File: src/rtl/router_input_fifo.sv
// Router input buffer: RTS/CTS link receiver feeding a first-word-fall-through flit FIFO.
// Write-to-Data_out latency 1 cycle; CTS is withheld while full, stalling upstream with RTS held.
module router_input_fifo #(
    parameter int DATA_WIDTH = 32,
    parameter int DEPTH      = 4
) (
    input  logic                    clk,
    input  logic                    rst,
    input  logic [DATA_WIDTH-1:0]   RX,
    input  logic                    DRTS,
    input  logic                    read_en_N,
    input  logic                    read_en_E,
    input  logic                    read_en_W,
    input  logic                    read_en_S,
    input  logic                    read_en_L,
    output logic                    CTS,
    output logic [DATA_WIDTH-1:0]   Data_out,
    output logic                    empty,
    output logic                    full,
    output logic [$clog2(DEPTH):0]  count,
    output logic                    err_overflow,
    output logic                    err_underflow
);
    localparam int AW = $clog2(DEPTH);
    localparam logic [AW:0] DEPTH_CNT = (AW+1)'(DEPTH);

    logic [DATA_WIDTH-1:0] mem [DEPTH];
    logic [AW-1:0]         wr_ptr;
    logic [AW-1:0]         rd_ptr;
    logic                  read_req;
    logic                  read_do;
    logic                  write_en;

    // Several arbiters granting in the same cycle still pop a single flit.
    assign read_req = read_en_N | read_en_E | read_en_W | read_en_S | read_en_L;
    assign empty    = (count == '0);
    assign full     = (count == DEPTH_CNT);
    assign write_en = DRTS & CTS & ~full;
    assign read_do  = read_req & ~empty;
    assign Data_out = mem[rd_ptr];

    always_ff @(posedge clk) begin
        if (rst) begin
            CTS           <= 1'b0;
            wr_ptr        <= '0;
            rd_ptr        <= '0;
            count         <= '0;
            err_overflow  <= 1'b0;
            err_underflow <= 1'b0;
            for (int i = 0; i < DEPTH; i++) begin
                mem[i] <= '0;
            end
        end else begin
            // One-cycle CTS pulse per flit: never reasserted on the cycle after it was high.
            CTS <= DRTS & ~CTS & ~full;
            if (write_en) begin
                mem[wr_ptr] <= RX;
                wr_ptr      <= wr_ptr + AW'(1);
            end
            if (read_do) begin
                rd_ptr <= rd_ptr + AW'(1);
            end
            if (write_en && !read_do) begin
                count <= count + (AW+1)'(1);
            end else if (!write_en && read_do) begin
                count <= count - (AW+1)'(1);
            end
            if (DRTS && CTS && full) begin
                err_overflow <= 1'b1;
            end
            if (read_req && empty) begin
                err_underflow <= 1'b1;
            end
        end
    end
endmodule

File: config.mk
export PLATFORM = sky130hd
export DESIGN_NAME = router_input_fifo
export DESIGN_NICKNAME = d
export VERILOG_FILES = /design/src/rtl/router_input_fifo.sv
export SDC_FILE = /design/constraint.sdc
export NUM_CORES = 1
export LEC_CHECK = 0
export ABC_AREA = 0
export CAP_MARGIN = 40
export CORE_MARGIN = 2
export CORE_UTILIZATION = 47
export CTS_BUF_LIST = sky130_fd_sc_hd__clkbuf_8
export DETAILED_ROUTE_END_ITERATION = 6
export GPL_ROUTABILITY_DRIVEN = 0
export PLACE_DENSITY = 0.76
export SYNTH_ARGS = -nofsm -noshare
export SYNTH_HDL_FRONTEND = slang
export SYNTH_SLANG_ARGS = --single-unit
File: constraint.sdc
create_clock -name clk -period 2.5 [get_ports clk]
set_input_delay 0.625 -clock clk [delete_from_list [all_inputs] [get_ports clk]]
set_output_delay 0.625 -clock clk [all_outputs]
set_load 0.01 [all_outputs]
# After elaboration in Yosys (flattened, before gate mapping)
# Memory sizes are Yosys's and may differ from the RTL's. A register that Yosys moved wholly into a read port is not among the register bits.
# Index checks and enable logic that the tools add are counted.
[classes] addsub=4 n_eq_ne=1 muxes=12 bitwise_logic=12 n_reduce_logical=10
[op_table] op="$mux 32" n=1
[op_table] op="$reduce_or 32->1" n=1
[op_table] op="$mux 1" n=6
[op_table] op="$mux 2" n=3
[op_table] op="$mux 3" n=2
[op_table] op="$and 1x1->1" n=5
[op_table] op="$logic_and 1x1->1" n=5
[op_table] op="$add 2x1->2 const B" n=2
[op_table] op="$or 1x1->1" n=4
[op_table] op="$add 3x1->3 const B" n=1
[op_table] op="$eq 3x3->1 const B" n=1
[op_table] op="$logic_not 3->1" n=1
[op_table] op="$not 1->1" n=3
[op_table] op="$sub 3x1->3 const B" n=1
[op_table] op="$logic_not 1->1" n=2
[op_table] op="$reduce_bool 2->1" n=1
[totals] reg_bits=10 mem_bits_rw=128 in_bits=40 out_inout_bits=40 wordCells=46 memories=1
[mem_list] name="mem" depth=4 word_bits=32 rd=1 rd_ports_with_merged_regs=1 write_ports=4 line_no="27" rtl="logic [DATA_WIDTH-1:0] mem [DEPTH];"

# Depth between registers and ports, before layout
[depth] word_depth=8 ltp_mapped=9 mapped_depth_nobuf=8

# Least setup slack after synthesis
# Ideal clock, no wire load.
[synth_path] path_kind="in2reg" start="input read_en_N" end="register count[2]" setup_time_ns=0.070 arrival_time_ns=2.358 required_ns=2.430 slack_ns=0.072 cell_stages=8 path_buffers=0 path_cell_list="nor4_1 a21o_1 ha_1 inv_1 fa_1 xor2_1 or3_1 a21oi_1"
[synth_via] elab_chain_len=8 elab_cells_between_ends=10 classes_between="mux (1); bitwise (5); reduce/logical (4)"
[synth_lines] item="start: declaration" line_no="11" rtl="input logic read_en_N,"
[synth_lines] item="$or 1x1->1 * (4 in series)" line_no="35" rtl="assign read_req = read_en_N | read_en_E | read_en_W | read_en_S | read_en_L;"
[synth_lines] item="$and 1x1->1 *" line_no="39" rtl="assign read_do = read_req & ~empty;"
[synth_lines] item="$logic_not 1->1" line_no="63" rtl="if (write_en && !read_do) begin"
[synth_lines] item="$logic_and 1x1->1" line_no="63"
[synth_lines] item="$mux 3 or $reduce_bool 2->1 (tied branches)"
[synth_lines] item="end signal: assignment" line_no="64" rtl="count <= count + (AW+1)'(1);"
[synth_lines] item="end signal: assignment" line_no="66" rtl="count <= count - (AW+1)'(1);"
[synth_lines] item="end: declaration" line_no="20" rtl="output logic [$clog2(DEPTH):0] count,"
# Every way passes the cells marked *; elsewhere a longest branch is shown, timed or not.
# A chain may end at the register's enable or synchronous reset.

==> impl_metrics.tcl <==
set metrics [dict create \
    fin_total_pwr_uw 6370 \
    r2r-end "count[2]$_SDFFE_PP0P_" \
    ctsRootBufferMaster "clkbuf_8" \
    critPathBufInv 3 \
    clk_pin_slew_worst_paths_ns 0.07 \
    synth_largest_area_cell "edfxtp_1" \
    drv_slew 0 \
    postSynthNetCount 414 \
    grt_setup_unrepaired "yes" \
    r2r_start "count[0]$_SDFFE_PP0P_" \
    crit_fanout 6 \
    slowest_delay_ns 0.48 \
    syn_area_um2 6100 \
    final_cell_area_um2 7730 \
    yosysSeqAreaShare 0.669 \
    num_vias 3438 \
    cts_buffers 17 \
    min_path_type "register to register" \
    ctsHoldBuffers 0 \
    p_per_area_nw_per_um2 824 \
    cp-start-kind "register" \
    status "finished, final reports clean" \
    routed_wl_um 12000 \
    path_cells "buf_6, buf_16, mux4_2, clkdlybuf4s15_2" \
    synth-edff-count 128 \
    ir_drop_mv 0.534 \
    setup_viol 0 \
    drv_cap 0 \
    dp_hpwl_um 7480 \
    drtIter0Drc 226 \
    final_core_util 0.610 \
    cp_slowest_cell "mux4_2" \
    crit_cells 4 \
    drc 0 \
    grt_pass1_vias 3613 \
    max_freq_mhz 414 \
    nets 528 \
    yosys_register_bits 140 \
    port-buffer-count 79 \
    fp.dieH_um 118 \
    period_needed_ns 2.41 \
    core_area_um2 12700 \
    gr-total-overflow 0 \
    reg2reg_slack_ns 0.34 \
    synth-main-ff-cell "edfxtp_1" \
    start_util 0.482 \
    dr.pass1.iters 4 \
    worst-r2r-cell-count 8 \
    cts_sinks 140 \
    async_reset_ff_frac 0 \
    ant_nets 0 \
    clock_path_buffers 2 \
    cp_data_arrival_time_ns 1.79 \
    crit_family "buffers and inverters" \
    yosys_warnings 0 \
    post-route-period-util 0.966 \
    drive_gt1_frac 0.274 \
    fill_cells 985 \
    synth_cells 372 \
    row_count 41 \
    placed_area_um2 7380 \
    hold_slack_ns 0.472 \
    htree_levels 4 \
    clock_latency_ns 0.43 \
    synthTopCellsByArea "edfxtp_1 63%, and2_1 13%, mux4_2 12%" \
    diodes 0 \
    tightest_slew_ns 0.358 \
    required_ns 1.88 \
    dp_cells 632 \
    worstSetupPathType "register to output port" \
    hold_viol_final 0 \
    tritoncts "built" \
    die_area_um2 13900 \
    cp-endpoint "Data_out[19]" \
    post_drt_wl_per_cell_um 18.0 \
    viasPerCell 5.15 \
    area_growth_pct 26.6 \
    grt_pass1_wl_um 19000 \
    finClkSkew_ns 0.0115 \
    yosys.area.top_type_share 0.630 \
    yosysUniqueCellTypes 37 \
    track_usage 0.183 \
    grt_max_degree 33 \
    final_cells 668 \
    io_pins 80 \
    postSynthAreaPerCell_um2 16.4 \
    die_x_um 118 \
    max_slew_margin 0.762 \
    cp-end-kind "output port" \
    p_leak_uw 0.00289 \
    antenna_found_initial 0 \
]
Yosys cell counts (2+ instances only):
master / count
or3_1: 3
clkbuf_1: 12
mux4_2: 32
and2_1: 128
buf_2: 5
mux2_2: 3
nand2b_1: 3
edfxtp_1: 128
nor4_4: 2
clkbuf_2: 3
a21oi_1: 3
xor2_1: 2
o21ai_0: 2
nor2_1: 8
a31o_2: 2
dfxtp_1: 12
inv_1: 4
metal layers:
metal | up-vias | routed length [um] | global-route usage
met5 | - | 0 | 0
met4 | 0 | 158 | 0.0565
met3 | 10 | 552 | 0.0606
met2 | 79 | 6460 | 0.327
met1 | 1750 | 4850 | 0.208
li1 | 1599 | - | -
cell families (layout without fill, tap and decap cells):
group	after synthesis	in the layout	synth area share
compound gates	13	13	0.0146
xor+xnor	2	2	0.00287
fa+ha+maj	2	2	0.00533
buf+inv	26	150	0.0189
flops	140	140	0.669
mux	36	36	0.125
simple gates	153	153	0.164
timing repair:
action / CTS / global route
buffers inserted: 5 / 0
endpoints found under the setup margin: 33 / 11
cloned: 1 / 1
resized for setup: 98 / 7
worst reg2reg max path, stage by stage (launching register included):
cell and delay (ns):
dfxtp_1 0.40, nor3_2 0.31, a21o_1 0.15, ha_1 0.16
inv_1 0.06, fa_1 0.37, xor2_1 0.16, or3_1 0.33
a21oi_1 0.16
metrics by stage:
stage          setup TNS [ns]  worst slack (ns)
2_1_floorplan               0            0.0717
3_3_place_gp           -0.298            -0.298
3_5_place_dp           -0.395            -0.380
5_1_grt               -0.0304           -0.0304
6_report                    0            0.0857
4_1_cts               -0.0239           -0.0239
cells in the final DEF (no fill, tap or decap), types with 3 or more instances in the layout:
cell and n:
and2_1 128, edfxtp_1 128, clkdlybuf4s50_1 47, mux4_2 32, buf_4 23, clkbuf_8 17
buf_2 17, buf_12 11, dfxtp_1 10, nor2_1 8, dlygate4sd2_1 7, clkinv_2 6
inv_1 4, clkinv_1 4, clkdlybuf4s15_2 4, or3_1 3, mux2_2 3, a21oi_1 3
registers in the layout, summed over array words and instances (netlist names), named ones only:
signal / flops
CTS: 1
err_underflow: 1
count: 3
mem: 128
wr_ptr: 2
rd_ptr: 2
err_overflow: 1
report_power, final:
group          total, uW  switching, uW  leakage, uW  internal, uW
logic               1990            843      0.00130          1150
clock network       1530            782     0.000170           743
registers           2850            122      0.00142          2720
layout make-up:
type | count | area [um2] | area share
multi-input cells | 206 | 1930 | 0.249
clock inverters | 12 | 83.8 | 0.0108
well taps | 172 | 215 | 0.0278
repair buffers | 117 | 1160 | 0.151
flip-flops and latches | 140 | 4090 | 0.529
clock buffers | 17 | 234 | 0.0303
inverters | 4 | 15.0 | 0.00194
how the worst min path moves through the flow:
| stage | from | end | slack [ns] | depth (start not counted) |
|---|---|---|---|---|
| 3_3_place_gp | err_overflow$_SDFFE_PP0P_ | err_overflow$_SDFFE_PP0P_ | 0.46 | 2 |
| 6_report | err_overflow$_SDFFE_PP0P_ | err_overflow$_SDFFE_PP0P_ | 0.47 | 2 |
| 4_1_cts | err_overflow$_SDFFE_PP0P_ | err_overflow$_SDFFE_PP0P_ | 0.48 | 2 |
| 3_5_place_dp | err_overflow$_SDFFE_PP0P_ | err_overflow$_SDFFE_PP0P_ | 0.47 | 2 |
| 5_1_grt | err_overflow$_SDFFE_PP0P_ | err_overflow$_SDFFE_PP0P_ | 0.49 | 2 |
| 2_1_floorplan | wr_ptr[1]$_SDFFE_PP0P_ | wr_ptr[1]$_SDFFE_PP0P_ | 0.50 | 2 |
No activity file was read; power rests on OpenSTA's default activity.
